File: config.mk
export PLATFORM = sky130hd
export DESIGN_NAME = mem_port_arbiter
export DESIGN_NICKNAME = d
export VERILOG_FILES = /design/src/rtl/mem_port_arbiter.sv
export SDC_FILE = /design/constraint.sdc
export NUM_CORES = 1
export LEC_CHECK = 0
export CAP_MARGIN = 20
export CORE_ASPECT_RATIO = 0.75
export CORE_MARGIN = 2
export CORE_UTILIZATION = 38
export CTS_BUF_LIST = sky130_fd_sc_hd__clkbuf_8
export DETAILED_ROUTE_END_ITERATION = 8
export GPL_ROUTABILITY_DRIVEN = 0
export PLACE_DENSITY = 0.78
export SYNTH_ARGS = -nofsm -noshare
export SYNTH_HDL_FRONTEND = slang
export SYNTH_SLANG_ARGS = --single-unit
File: constraint.sdc
create_clock -name clk -period 1.5 [get_ports clk]
set_input_delay 0.225 -clock clk [delete_from_list [all_inputs] [get_ports clk]]
set_output_delay 0.225 -clock clk [all_outputs]
set_load 0.005 [all_outputs]
File: src/rtl/mem_port_arbiter.sv
// Single-port memory scheduler: shares one memory port between instruction fetch
// and load/store, with wait-state tolerance and a sticky bus-timeout flag.
module mem_port_arbiter #(
  parameter int ADDR_WIDTH = 32,
  parameter int DATA_WIDTH = 32,
  parameter int MAX_WAIT   = 15
) (
  input  logic                    clk,
  input  logic                    rst,
  input  logic                    fetch_req,
  input  logic [ADDR_WIDTH-1:0]   fetch_addr,
  output logic [DATA_WIDTH-1:0]   fetch_rdata,
  output logic                    fetch_done,
  input  logic                    data_req,
  input  logic                    data_we,
  input  logic [DATA_WIDTH/8-1:0] data_be,
  input  logic [ADDR_WIDTH-1:0]   data_addr,
  input  logic [DATA_WIDTH-1:0]   data_wdata,
  output logic [DATA_WIDTH-1:0]   data_rdata,
  output logic                    data_done,
  output logic                    mem_valid,
  output logic                    mem_we,
  output logic [DATA_WIDTH/8-1:0] mem_be,
  output logic [ADDR_WIDTH-1:0]   mem_addr,
  output logic [DATA_WIDTH-1:0]   mem_wdata,
  input  logic [DATA_WIDTH-1:0]   mem_rdata,
  input  logic                    mem_ready,
  output logic                    blocked,
  output logic                    bus_error,
  output logic [1:0]              dbg_state
);

  // Handshake: a requester holds its req level (payload may change freely) until
  // its one-cycle done pulse and drops it on the edge ending that cycle. The memory
  // side sees mem_valid high with mem_* stable until the cycle it raises mem_ready.
  localparam int BE_W  = DATA_WIDTH / 8;
  localparam int CNT_W = (MAX_WAIT > 0) ? $clog2(MAX_WAIT + 1) : 1;

  typedef enum logic [1:0] {
    IDLE   = 2'd0,
    BUSY_F = 2'd1,
    BUSY_D = 2'd2,
    RESP   = 2'd3
  } state_t;

  state_t              state;
  state_t              state_nxt;
  logic                busy;
  logic                timeout;
  logic                sel_data_q;
  logic                we_q;
  logic [BE_W-1:0]     be_q;
  logic [ADDR_WIDTH-1:0] addr_q;
  logic [DATA_WIDTH-1:0] wdata_q;
  logic [DATA_WIDTH-1:0] fetch_rdata_q;
  logic [DATA_WIDTH-1:0] data_rdata_q;
  logic [CNT_W-1:0]    wait_cnt;
  logic                bus_error_q;

  assign busy = (state == BUSY_F) || (state == BUSY_D);

  // The cycle that would bring the wait count up to MAX_WAIT is the last BUSY cycle.
  always_comb begin
    timeout = 1'b0;
    if (MAX_WAIT != 0) begin
      timeout = busy && !mem_ready && (wait_cnt == CNT_W'(MAX_WAIT - 1));
    end
  end

  always_ff @(posedge clk or negedge rst) begin
    if (!rst) begin
      state <= IDLE;
    end else begin
      state <= state_nxt;
    end
  end

  always_comb begin
    state_nxt = state;
    case (state)
      IDLE: begin
        if (data_req) begin
          state_nxt = BUSY_D;
        end else if (fetch_req) begin
          state_nxt = BUSY_F;
        end
      end
      BUSY_F, BUSY_D: begin
        if (mem_ready || timeout) begin
          state_nxt = RESP;
        end
      end
      RESP:    state_nxt = IDLE;
      default: state_nxt = IDLE;
    endcase
  end

  // Grant capture, wait counting and read-data/error registers.
  always_ff @(posedge clk or negedge rst) begin
    if (!rst) begin
      sel_data_q    <= 1'b0;
      we_q          <= 1'b0;
      be_q          <= '0;
      addr_q        <= '0;
      wdata_q       <= '0;
      wait_cnt      <= '0;
      fetch_rdata_q <= '0;
      data_rdata_q  <= '0;
      bus_error_q   <= 1'b0;
    end else begin
      if (state == IDLE && data_req) begin
        sel_data_q <= 1'b1;
        we_q       <= data_we;
        be_q       <= data_be;
        addr_q     <= data_addr;
        wdata_q    <= data_wdata;
        wait_cnt   <= '0;
      end else if (state == IDLE && fetch_req) begin
        sel_data_q <= 1'b0;
        we_q       <= 1'b0;
        be_q       <= '1;
        addr_q     <= fetch_addr;
        wdata_q    <= '0;
        wait_cnt   <= '0;
      end else if (busy && !mem_ready) begin
        wait_cnt <= wait_cnt + 1'b1;
      end

      if (state == BUSY_F) begin
        if (mem_ready) begin
          fetch_rdata_q <= mem_rdata;
        end else if (timeout) begin
          fetch_rdata_q <= '0;
        end
      end

      // Stores complete without disturbing the last load result.
      if (state == BUSY_D) begin
        if (mem_ready) begin
          if (!we_q) begin
            data_rdata_q <= mem_rdata;
          end
        end else if (timeout) begin
          data_rdata_q <= '0;
        end
      end

      if (timeout) begin
        bus_error_q <= 1'b1;
      end
    end
  end

  always_comb begin
    mem_valid   = busy;
    blocked     = busy;
    mem_we      = busy && we_q;
    mem_be      = be_q;
    mem_addr    = addr_q;
    mem_wdata   = wdata_q;
    fetch_done  = (state == RESP) && !sel_data_q;
    data_done   = (state == RESP) && sel_data_q;
    fetch_rdata = fetch_rdata_q;
    data_rdata  = data_rdata_q;
    bus_error   = bus_error_q;
    dbg_state   = state;
  end

endmodule

==> metrics.md <==
| Metric | Value |
|---|---|
| WP data required | 1.88 ns |
| Vias per cell | 5.05 |
| Clock Latency Late Sink | 0.44 ns |
| Largest net degree at the start of global routing | 43 |
| Share of the yosys chip area belonging to registers | 0.602 |
| Core ar. | 15200 µm² |
| Final period util | 1.15 |
| Worst slack at placement | -0.132 ns |
| Drt wl/cell | 17.3 µm |
| Area delta synth->final | 63.9% |
| Synth top area cells | dfrtp_1 (60%), a22o_1 (14%), nand2_1 (8.5%), nand3b_1 (4.4%), buf_2 (2.0%) |
| Yosys warns | 0 |
| Min cycle time layout | 1.73 ns |
| Remaining DRCs | 0 |
| CP Cell Sequence | inv_2, ha_4, buf_6, buf_4, and4_4, o21ai_4, clkbuf_16, a22o_1 |
| Count of different cell masters after synthesis | 31 |
| Clock Skews | 0.0128 ns |
| Highest Clock Rate | 580 MHz |
| Die area | 16400 µm² |
| Chip height | 112 µm |
| Filler cells | 1220 |
| Failing checks | setup timing |
| Critical path's largest stage delay | 0.39 ns |
| Bufs and invs on worst path | 4 |
| HP Class | input port to flop |
| Crit path launch | dbg_state[1]$_DFFE_PN0P_ |
| Share of cells above drive strength 1 | 0.140 |
| R2R Path End | fetch_rdata[19]$_DFFE_PN0P_ |
| Post-synth EDFFs | 0 |
| Slew @ Worst Pin | 0.377 ns |
| Startpoint Class | flop |
| Starting Density | 0.386 |
| Slack of the worst reg-to-reg path | -0.23 ns |
| Top post-synthesis cells by count | dfrtp_1 (141), nand2_1 (132), a22o_1 (97) |
| Clock buffer depth | 2 |
| Die width | 147 µm |
| Final Hold Viols | 0 |
| Reg2Reg Depth | 8 |
| Initial antenna violation count | 0 |
| Hold Crit Depth | 4 |
| Nets | 989 |
| Worst Min Path Start | data_req |
| RSZ-0062 raised after global routing | yes |
| Synth top area share | 0.602 |
| GRT Util Overall | 0.226 |
| Synth Cell Area | 5860 µm² |
| Slack of the critical path | -0.225 ns |
| I/O pins | 278 |
| Synthesized net count | 673 |
| Initial DRC Count | 298 |
| Critical Path End Type | flop |
| FFs w/ async S/R, synth | 1.00 |
| Count leader, synth | dfrtp_1 |
| CTS tree | built |
| Worst flop-to-flop path startpoint | dbg_state[1]$_DFFE_PN0P_ |
| Leakage | 4.78 nW |
| CTS sink count | 141 |
| Cell taking the most area after synthesis | dfrtp_1 |
| Worst vdd ir | 0.000897 V |
| Htree depth | 4 |
| Routed Antenna Nets | 0 |
| Mapped Cells | 528 |
| Vias | 5353 |
| First-pass GRT wire length | 29.3 mm |
| End of the critical path | fetch_rdata[19]$_DFFE_PN0P_ |
| Gr ovfl total | 0 |
| Worst path slowest cell | dfrtp_1 |
| Vias in the first global route | 5517 |
| I/O Buffers | 277 |
| CP delay by family, top | buffers and inverters |
| Setup Crit Path Kind | flop to flop |
| Worst-path clk slew | 0.08 ns |
| Cts bufs inserted | 17 |
| Power per Cell Area | 1860 nW/µm² |
| Slew HR | 0.749 |
| CTS Root Cell | clkbuf_8 |
| Max-cap viol count | 0 |
| Stages on the worst setup path | 8 |
| Critical Path AT | 2.10 ns |
| Register area | 3530 µm² |
| Standard-cell row count | 39 |
| DRT Wirelength | 18.4 mm |
| Main synth FF type | dfrtp_1 |
| Multi-input gate area | 2190 µm² |
| Status | finished, violations left |
| First-pass iteration count of the detailed router | 4 |
| Final Max Slew Viols | 0 |
| Post-DP HPWL | 13.2 mm |
| Final setup fails | 73 |
| Hold slack | 0.216 ns |
| # diodes | 0 |
| Synthesis-stage register bit count | 141 |
| CP max FO | 16 |
| Syn avg cell area | 11.1 µm² |
-- worst min path at each step --
stage	slack [ns]	end
2_1_floorplan	-0.07	bus_error$_DFFE_PN0P_
3_3_place_gp	0.16	mem_addr[22]$_DFFE_PN0P_
3_5_place_dp	0.16	mem_addr[20]$_DFFE_PN0P_
4_1_cts	0.18	dbg_state[0]$_DFFE_PN0P_
5_1_grt	0.23	dbg_state[0]$_DFFE_PN0P_
6_report	0.22	dbg_state[0]$_DFFE_PN0P_
-- placed cells by master, fill, tap and decap left out, types with 2 or more instances in the layout --
master	netlist	routed
dfrtp_1	141	141
clkdlybuf4s50_1	0	135
dlygate4sd2_1	0	133
nand2_1	132	132
a22o_1	97	97
buf_4	6	52
nand3b_1	34	34
o21ai_1	13	33
clkbuf_8	0	20
buf_12	0	9
ha_1	7	5
buf_2	24	5
nor2_1	4	4
o22a_1	4	4
clkinvlp_4	0	4
buf_6	0	4
and2_1	4	3
mux2i_1	3	3
bufinv_16	0	3
inv_1	4	2
inv_2	0	2
o21ai_4	0	2
nand3_1	2	2
a21oi_2	0	2
ha_4	0	2
clkinv_2	0	2
clkbuf_2	2	2
-- cell type report --
type / instances / area share
clock inverter: 10 / 0.0145
multi-input combinational: 338 / 0.228
sequential: 141 / 0.367
tap: 205 / 0.0267
timing repair buffer: 342 / 0.333
inverter: 4 / 0.00156
clock buffer: 20 / 0.0286
-- where the power goes --
group	switching [mW]	total, mW	internal, mW
Sequential	0.951	6.52	5.57
Combinational	3.42	8.20	4.79
Clock	1.42	3.18	1.76
Total	5.79	17.9	12.1
-- sequential cells by signal, summed over array words and instances, names as in the netlist --
| register | cells |
|---|---|
| mem_be | 4 |
| bus_error | 1 |
| fetch_rdata | 32 |
| we_q | 1 |
| sel_data_q | 1 |
| mem_addr | 32 |
| wait_cnt | 4 |
| dbg_state | 2 |
| data_rdata | 32 |
| mem_wdata | 32 |
-- worst reg2reg max path, stage by stage, from the launching register on --
cell and delay [ns]:
dfrtp_1 0.39, inv_2 0.09, ha_4 0.22, buf_6 0.12
buf_4 0.14, and4_4 0.15, o21ai_4 0.20, clkbuf_16 0.22
a22o_1 0.15
-- cells by family after synthesis --
| group | synth area share |
|---|---|
| buffers and inverters | 0.0408 |
| muxes | 0.00512 |
| xor gates and xnor gates | 0.00299 |
| adders and majority gates | 0.0149 |
| DFF | 0.602 |
| AOI/OAI and AO/OA | 0.187 |
| and+or+nand+nor | 0.148 |
-- stage by stage --
step,setup TNS (ns),cells,util,power (mW),area [µm²]
finish,-9.22,1060,0.633,17.9,9610
global route,-14.29,1060,0.633,19.1,9610
CTS,-8.90,1059,0.630,17.9,9560
detailed placement,-7.36,993,0.595,15.1,9020
global placement,-3.56,993,0.595,14.9,9020
floorplan,0,528,-,9.82,5890
-- metal layers --
metal	wire [µm]	vias up	GRT usage
met3	1010	25	0.0586
met1	7960	2662	0.298
met2	9090	181	0.375
met5	0	-	0
met4	319	0	0.0609
li1	-	2485	-
-- repair_timing --
action,4_1_cts,5_1_grt
pin swaps,5,1
cloned,0,1
endpoints found under the hold margin,32,0
hold buffers,1,0
setup endpoints to repair,169,81
resized for setup,185,11
setup buffers,36,0
Power figures use the tool's default switching activity.
